===== src/rtl/c0880_pkg.sv =====
// c0880_pkg
// Shared definitions for the c0880 vector sequencer slice.
//   VEC_W         ALU input width  (G1..G60)
//   RES_W         ALU output width (G855..G880)
//   BYTES_PER_VEC bytes streamed in per vector
//   state_e       sequencer states
//   sig_step      one rotate-left-by-one then XOR step of the result signature
package c0880_pkg;

  localparam int VEC_W         = 60;
  localparam int RES_W         = 26;
  localparam int BYTES_PER_VEC = 8;

  typedef enum logic [1:0] {
    ST_LOAD   = 2'd0,
    ST_SETTLE = 2'd1,
    ST_OUT    = 2'd2
  } state_e;

  function automatic logic [RES_W-1:0] sig_step(input logic [RES_W-1:0] sig,
                                                input logic [RES_W-1:0] res);
    return {sig[RES_W-2:0], sig[RES_W-1]} ^ res;
  endfunction

endpackage


===== src/rtl/c0880_vec_sequencer_if.sv =====
// c0880_vec_sequencer_if
// Byte-stream input and result-stream output of the vector sequencer.
//   s_byte/s_valid/s_ready  input byte stream, LSB-first vector fill
//   m_res/m_valid/m_ready   captured ALU result stream
// master: the sequencer side; slave: the environment feeding/draining it.
interface c0880_vec_sequencer_if;
  import c0880_pkg::*;

  logic [7:0]       s_byte;
  logic             s_valid;
  logic             s_ready;
  logic [RES_W-1:0] m_res;
  logic             m_valid;
  logic             m_ready;

  modport master (
    input  s_byte, s_valid, m_ready,
    output s_ready, m_res, m_valid
  );

  modport slave (
    output s_byte, s_valid, m_ready,
    input  s_ready, m_res, m_valid
  );

endinterface


===== src/rtl/c0880_sig_reg.sv =====
// c0880_sig_reg
// Running 26-bit rotate-XOR signature of captured ALU results.
//   clk    clock, rising edge
//   rst_n  synchronous active-low reset, clears the signature
//   en     fold res into the signature this edge
//   res    result word to fold in
//   sig    current signature
module c0880_sig_reg
  import c0880_pkg::*;
(
  input  logic             clk,
  input  logic             rst_n,
  input  logic             en,
  input  logic [RES_W-1:0] res,
  output logic [RES_W-1:0] sig
);

  logic [RES_W-1:0] sig_q;
  logic [RES_W-1:0] sig_d;

  // Signature only moves on a capture; otherwise it holds.
  always_comb begin
    sig_d = sig_q;
    if (en) begin
      sig_d = sig_step(sig_q, res);
    end
  end

  always_ff @(posedge clk) begin
    if (!rst_n) begin
      sig_q <= '0;
    end else begin
      sig_q <= sig_d;
    end
  end

  assign sig = sig_q;

endmodule


===== src/rtl/c0880_vec_sequencer.sv =====
// c0880_vec_sequencer
// Driver/capture stage wrapped around the combinational c0880 ALU netlist.
// Assembles a 60-bit vector from 8 streamed bytes, launches it onto alu_in
// in one step, waits SETTLE_CYCLES (legal 1..15), captures alu_out and
// offers it on a valid/ready output while folding it into a signature.
//   clk        clock, rising edge
//   rst_n      synchronous active-low reset
//   bus        byte-in / result-out handshakes (master modport)
//   alu_in     to ALU, bit 0 = G1 .. bit 59 = G60
//   alu_out    from ALU, bit 0 = G855 .. bit 25 = G880
//   signature  running result signature
//   vec_count  completed captures, saturating at 0xFFFF
//   busy       high unless idle in LOAD at byte index 0
module c0880_vec_sequencer
  import c0880_pkg::*;
#(
  parameter int SETTLE_CYCLES = 1
) (
  input  logic                 clk,
  input  logic                 rst_n,
  c0880_vec_sequencer_if.master bus,
  output logic [VEC_W-1:0]     alu_in,
  input  logic [RES_W-1:0]     alu_out,
  output logic [RES_W-1:0]     signature,
  output logic [15:0]          vec_count,
  output logic                 busy
);

  localparam logic [1:0] LOAD_S   = ST_LOAD;
  localparam logic [1:0] SETTLE_S = ST_SETTLE;
  localparam logic [1:0] OUT_S    = ST_OUT;

  localparam logic [2:0] LAST_IDX    = 3'(BYTES_PER_VEC - 1);
  localparam logic [3:0] SETTLE_INIT = 4'(SETTLE_CYCLES);

  logic [1:0]       state_q, state_d;
  logic [2:0]       idx_q, idx_d;
  logic [VEC_W-1:0] shadow_q, shadow_d;
  logic [VEC_W-1:0] alu_in_q, alu_in_d;
  logic [3:0]       settle_q, settle_d;
  logic [RES_W-1:0] m_res_q, m_res_d;
  logic             m_valid_q, m_valid_d;
  logic [15:0]      vec_count_q, vec_count_d;
  logic             capture;

  // Next-state logic. Bytes land in a shadow register so alu_in only ever
  // changes as a whole word at launch; the last byte carries just 4 bits.
  always_comb begin
    state_d     = state_q;
    idx_d       = idx_q;
    shadow_d    = shadow_q;
    alu_in_d    = alu_in_q;
    settle_d    = settle_q;
    m_res_d     = m_res_q;
    m_valid_d   = m_valid_q;
    vec_count_d = vec_count_q;
    capture     = 1'b0;

    case (state_q)
      LOAD_S: begin
        if (bus.s_valid) begin
          if (idx_q == LAST_IDX) begin
            shadow_d = {bus.s_byte[3:0], shadow_q[55:0]};
            alu_in_d = {bus.s_byte[3:0], shadow_q[55:0]};
            idx_d    = 3'd0;
            settle_d = SETTLE_INIT;
            state_d  = SETTLE_S;
          end else begin
            shadow_d[{idx_q, 3'b000} +: 8] = bus.s_byte;
            idx_d = idx_q + 3'd1;
          end
        end
      end

      SETTLE_S: begin
        if (settle_q == 4'd1) begin
          m_res_d   = alu_out;
          m_valid_d = 1'b1;
          capture   = 1'b1;
          if (vec_count_q != 16'hFFFF) begin
            vec_count_d = vec_count_q + 16'd1;
          end
          state_d = OUT_S;
        end else begin
          settle_d = settle_q - 4'd1;
        end
      end

      OUT_S: begin
        if (bus.m_ready) begin
          m_valid_d = 1'b0;
          state_d   = LOAD_S;
        end
      end

      default: begin
        state_d = LOAD_S;
        idx_d   = 3'd0;
      end
    endcase
  end

  // State registers; reset discards any partial vector and pending result.
  always_ff @(posedge clk) begin
    if (!rst_n) begin
      state_q     <= LOAD_S;
      idx_q       <= 3'd0;
      shadow_q    <= '0;
      alu_in_q    <= '0;
      settle_q    <= 4'd0;
      m_res_q     <= '0;
      m_valid_q   <= 1'b0;
      vec_count_q <= 16'd0;
    end else begin
      state_q     <= state_d;
      idx_q       <= idx_d;
      shadow_q    <= shadow_d;
      alu_in_q    <= alu_in_d;
      settle_q    <= settle_d;
      m_res_q     <= m_res_d;
      m_valid_q   <= m_valid_d;
      vec_count_q <= vec_count_d;
    end
  end

  c0880_sig_reg u_sig_reg (
    .clk   (clk),
    .rst_n (rst_n),
    .en    (capture),
    .res   (alu_out),
    .sig   (signature)
  );

  assign bus.s_ready = (state_q == LOAD_S);
  assign bus.m_res   = m_res_q;
  assign bus.m_valid = m_valid_q;
  assign alu_in      = alu_in_q;
  assign vec_count   = vec_count_q;
  assign busy        = !((state_q == LOAD_S) && (idx_q == 3'd0));

endmodule


===== src/flat_wrapper.sv =====
// flat-port wrapper written by rule: the top's interface ports become plain ports
module c0880_vec_sequencer_flat import c0880_pkg::*;
#(
  parameter int SETTLE_CYCLES = 1
)
  (clk, rst_n, alu_in, alu_out, signature, vec_count, busy, bus_s_byte, bus_s_valid, bus_m_ready, bus_s_ready, bus_m_res, bus_m_valid);
  c0880_vec_sequencer_if bus_i ();
  input  logic clk;
  input  logic rst_n;
  output logic [VEC_W-1:0] alu_in;
  input  logic [RES_W-1:0] alu_out;
  output logic [RES_W-1:0] signature;
  output logic [15:0] vec_count;
  output logic busy;
  input wire logic [$bits(bus_i.s_byte)-1:0] bus_s_byte;
  input wire logic [$bits(bus_i.s_valid)-1:0] bus_s_valid;
  input wire logic [$bits(bus_i.m_ready)-1:0] bus_m_ready;
  output wire logic [$bits(bus_i.s_ready)-1:0] bus_s_ready;
  output wire logic [$bits(bus_i.m_res)-1:0] bus_m_res;
  output wire logic [$bits(bus_i.m_valid)-1:0] bus_m_valid;
  assign bus_i.s_byte = bus_s_byte;
  assign bus_i.s_valid = bus_s_valid;
  assign bus_i.m_ready = bus_m_ready;
  assign bus_s_ready = bus_i.s_ready;
  assign bus_m_res = bus_i.m_res;
  assign bus_m_valid = bus_i.m_valid;
  c0880_vec_sequencer #(.SETTLE_CYCLES(SETTLE_CYCLES)) u_core (.clk(clk), .rst_n(rst_n), .bus(bus_i), .alu_in(alu_in), .alu_out(alu_out), .signature(signature), .vec_count(vec_count), .busy(busy));
endmodule

===== config.mk =====
export PLATFORM = sky130hd
export DESIGN_NAME = c0880_vec_sequencer_flat
export DESIGN_NICKNAME = d
export VERILOG_FILES = /design/src/rtl/c0880_pkg.sv /design/src/rtl/c0880_vec_sequencer_if.sv /design/src/rtl/c0880_sig_reg.sv /design/src/rtl/c0880_vec_sequencer.sv /design/src/flat_wrapper.sv
export SDC_FILE = /design/constraint.sdc
export NUM_CORES = 1
export LEC_CHECK = 0
export ABC_CLOCK_PERIOD_IN_PS = 3200
export BUFFER_PORTS_ARGS = -buffer_cell sky130_fd_sc_hd__buf_2
export CAP_MARGIN = 20
export CORE_MARGIN = 2
export CORE_UTILIZATION = 45
export CTS_CLUSTER_SIZE = 40
export DETAILED_ROUTE_END_ITERATION = 8
export PLACE_DENSITY = 0.68
export SKIP_CTS_REPAIR_TIMING = 1
export SYNTH_ARGS = -nofsm -noshare
export SYNTH_HDL_FRONTEND = slang
export SYNTH_SLANG_ARGS = --single-unit

===== constraint.sdc =====
create_clock -name clk -period 3.2 [get_ports clk]
set_input_delay 0.64 -clock clk [delete_from_list [all_inputs] [get_ports clk]]
set_output_delay 0.64 -clock clk [all_outputs]
set_load 0.03 [all_outputs]

==> out/qor.csv <==
metric,value,unit
num rows,47,
CP Capture Type,flop,
Critical Path Fanout Max,8,
largest cells by area after synthesis,"dfxtp_1, nand2_1, mux2i_1",
post-place setup slack,694,ps
Compound-Gate Fraction of Synth Area,0.121,
number of synthesized flops with an enable pin,0,
nets@finish,1070,
Final GP Congestion,0.845,
period utilization,0.791,
maximum root-to-sink buffer count,2,
Layout Skew,10.3,ps
total core area,16600,µm²
Synth Flop Type,dfxtp_1,
CTS tree,done,
"Clk Latency, worst-skew pair",430,ps
Fin Setup TNS,0,ps
fmax,0.395,GHz
Hold Crit Depth,2,
final hold violations,0,
largest family of logic cells by synthesized area,simple AND/OR/NAND/NOR gates,
setup violators final,0,
H-Tree Depth,4,
minimum clock period,2530,ps
Gate Count Post-Synth,882,
PD cells,505,nW/µm²
WS Path Type,reg -> reg,
length of the first detailed-routing pass in iterations,5,
Setup WS post-layout,668,ps
metal3 WL,931,µm
Slew @ Worst Pin,818,ps
RSZ-0062 raised after global routing,false,
drt total wl,18300,µm
wl on met1,8800,µm
Synth top area share,0.508,
CTS Root Cell,clkbuf_16,
worst vdd ir,386,µV
number of global-route vias before repair,5801,
vias per cell,5.08,
CTS clock-pin slew for the worst setup and hold paths,70,ps
crit start category,flop,
Synth warnings,0,
share of cells above drive strength 1,0.212,
Die ar.,18000,µm²
initial antenna violation count,0,
status,completed,
# DRC,0,
Synth Area in XOR/XNOR,0.0321,
antenna cell count,0,
Max Transition Viols Final,0,
IO Port Bufs,168,
Mapped Avg Cell Area,8.66,µm²
adder-cell share of the synthesized area,0.0180,
Die Ht,134,µm
# clock sinks,194,
post-synth cell types,46,
"count leader, synth",nand2_1,
CTS Buf Count,17,
largest net degree at the start of global routing,81,
Synth Cell Area,7640,µm²
synth cell count leaders,"nand2_1, dfxtp_1, a21oi_1",
post-synthesis async set-or-reset flop share,0,
Top Metal Used,met4,
WL met2,8320,µm
layout filler cell count,1567,
Die Width,134,µm
Synth Area in Simple Gates,0.212,
syn nets,931,
post-synth top area cell,dfxtp_1,
Hold Path Class,reg -> reg,
area grow syn2layout,20.5,%
routed vias,6371,
WP data required,3520,ps
Reg2Reg Depth,7,
Arrival @ worst endpoint,2850,ps
Starting Density,0.461,
post-DP HPWL,12300,µm
Antenna Nets Post-Route,0,
post-synthesis mux area share,0.0721,
LEAKAGE,3.73,nW
WL/cell,14.6,µm
I/O Pins,169,
R2R setup slack,670,ps
Iteration-0 DRC Markers,417,
Max transition margin,0.450,
GRT Overall Usage,0.202,
Yosys reg bits,194,
number of max-cap violations,0,
first-pass GRT wire length,29400,µm
grt ovf,0,
WHS,452,ps
post-synthesis sequential area ratio,0.508,
[logic make-up after synthesis]
family          after synthesis
mux                          55
buf+inv                      70
fa+ha+maj                    11
xor+xnor                     28
compound gates              161
flops                       194
simple gates                363
[worst max-delay path, cell delays in order, from the launching register on]
cell and delay [ps]:
dfxtp_1 440, inv_1 180, ha_1 250, ha_1 340, nand4b_1 200, or4_1 700, mux2i_1 240, nor2_1 50
[path summary, 6_finish.rpt]
path / from / endpoint
worst min-delay path: u_core.bus.m_res[8] / u_core.bus.m_res[8]
worst max-delay path: u_core.idx_q[0] / u_core.shadow_q[25]
worst max register to register: u_core.idx_q[0] / u_core.shadow_q[25]
worst min register to register: u_core.bus.m_res[8] / u_core.bus.m_res[8]
[flip-flops by register name, indices dropped and copies added (netlist names)]
signal and cells:
u_core.shadow_q 56, u_core.bus.m_res 26, u_core.alu_in 60, u_core.idx_q 3, u_core.vec_count 16, u_core.bus.m_valid 1, u_core.u_sig_reg.sig 26, u_core.settle_q 4
u_core.state_q 2
[metrics by stage]
step | instance area [µm²] | util | power, mW | cells
finish | 9210 | 0.555 | 4.65 | 1254
CTS | 9210 | 0.555 | 4.69 | 1254
detailed placement | 8650 | 0.522 | 2.68 | 1222
global route | 9210 | 0.555 | 4.80 | 1254
global placement | 8650 | 0.522 | 2.68 | 1222
floorplan | 7640 | - | 2.60 | 882
[power by group]
group          internal (mW)  total, mW  switching (mW)
registers               2.42       2.43         0.00772
logic                 0.0688      0.198           0.129
clock network           1.06       2.02           0.963
[per-layer routing]
| metal | global-route usage | up-vias |
|---|---|---|
| li1 | - | 3247 |
| met5 | 0 | - |
| met4 | 0.0649 | 0 |
| met2 | 0.325 | 159 |
| met1 | 0.271 | 2944 |
| met3 | 0.0454 | 21 |
[layout make-up]
cell class / instances / area (µm²) / share of cell area
flip-flops and latches: 194 / 3880 / 0.422
multi-input cells: 618 / 3490 / 0.379
clock buffers: 20 / 457 / 0.0496
well taps: 220 / 275 / 0.0299
inverters: 13 / 53.8 / 0.00584
clock inverters: 12 / 100 / 0.0109
repair buffers: 177 / 946 / 0.103
[cells in the final DEF (no fill, tap or decap), types with 5 or more instances in the layout]
cell type,count
inv_1,12
mux2i_1,55
ha_1,11
nand2_1,201
dfxtp_1,194
and2_1,10
buf_2,168
nand2b_1,9
nor4_1,6
buf_4,6
nor2_1,82
clkbuf_16,17
xnor2_1,26
o21ai_0,7
a21oi_1,109
or4_1,5
a211oi_1,30
nand3_1,12
Note: power is estimated with default switching activity, not from simulation.
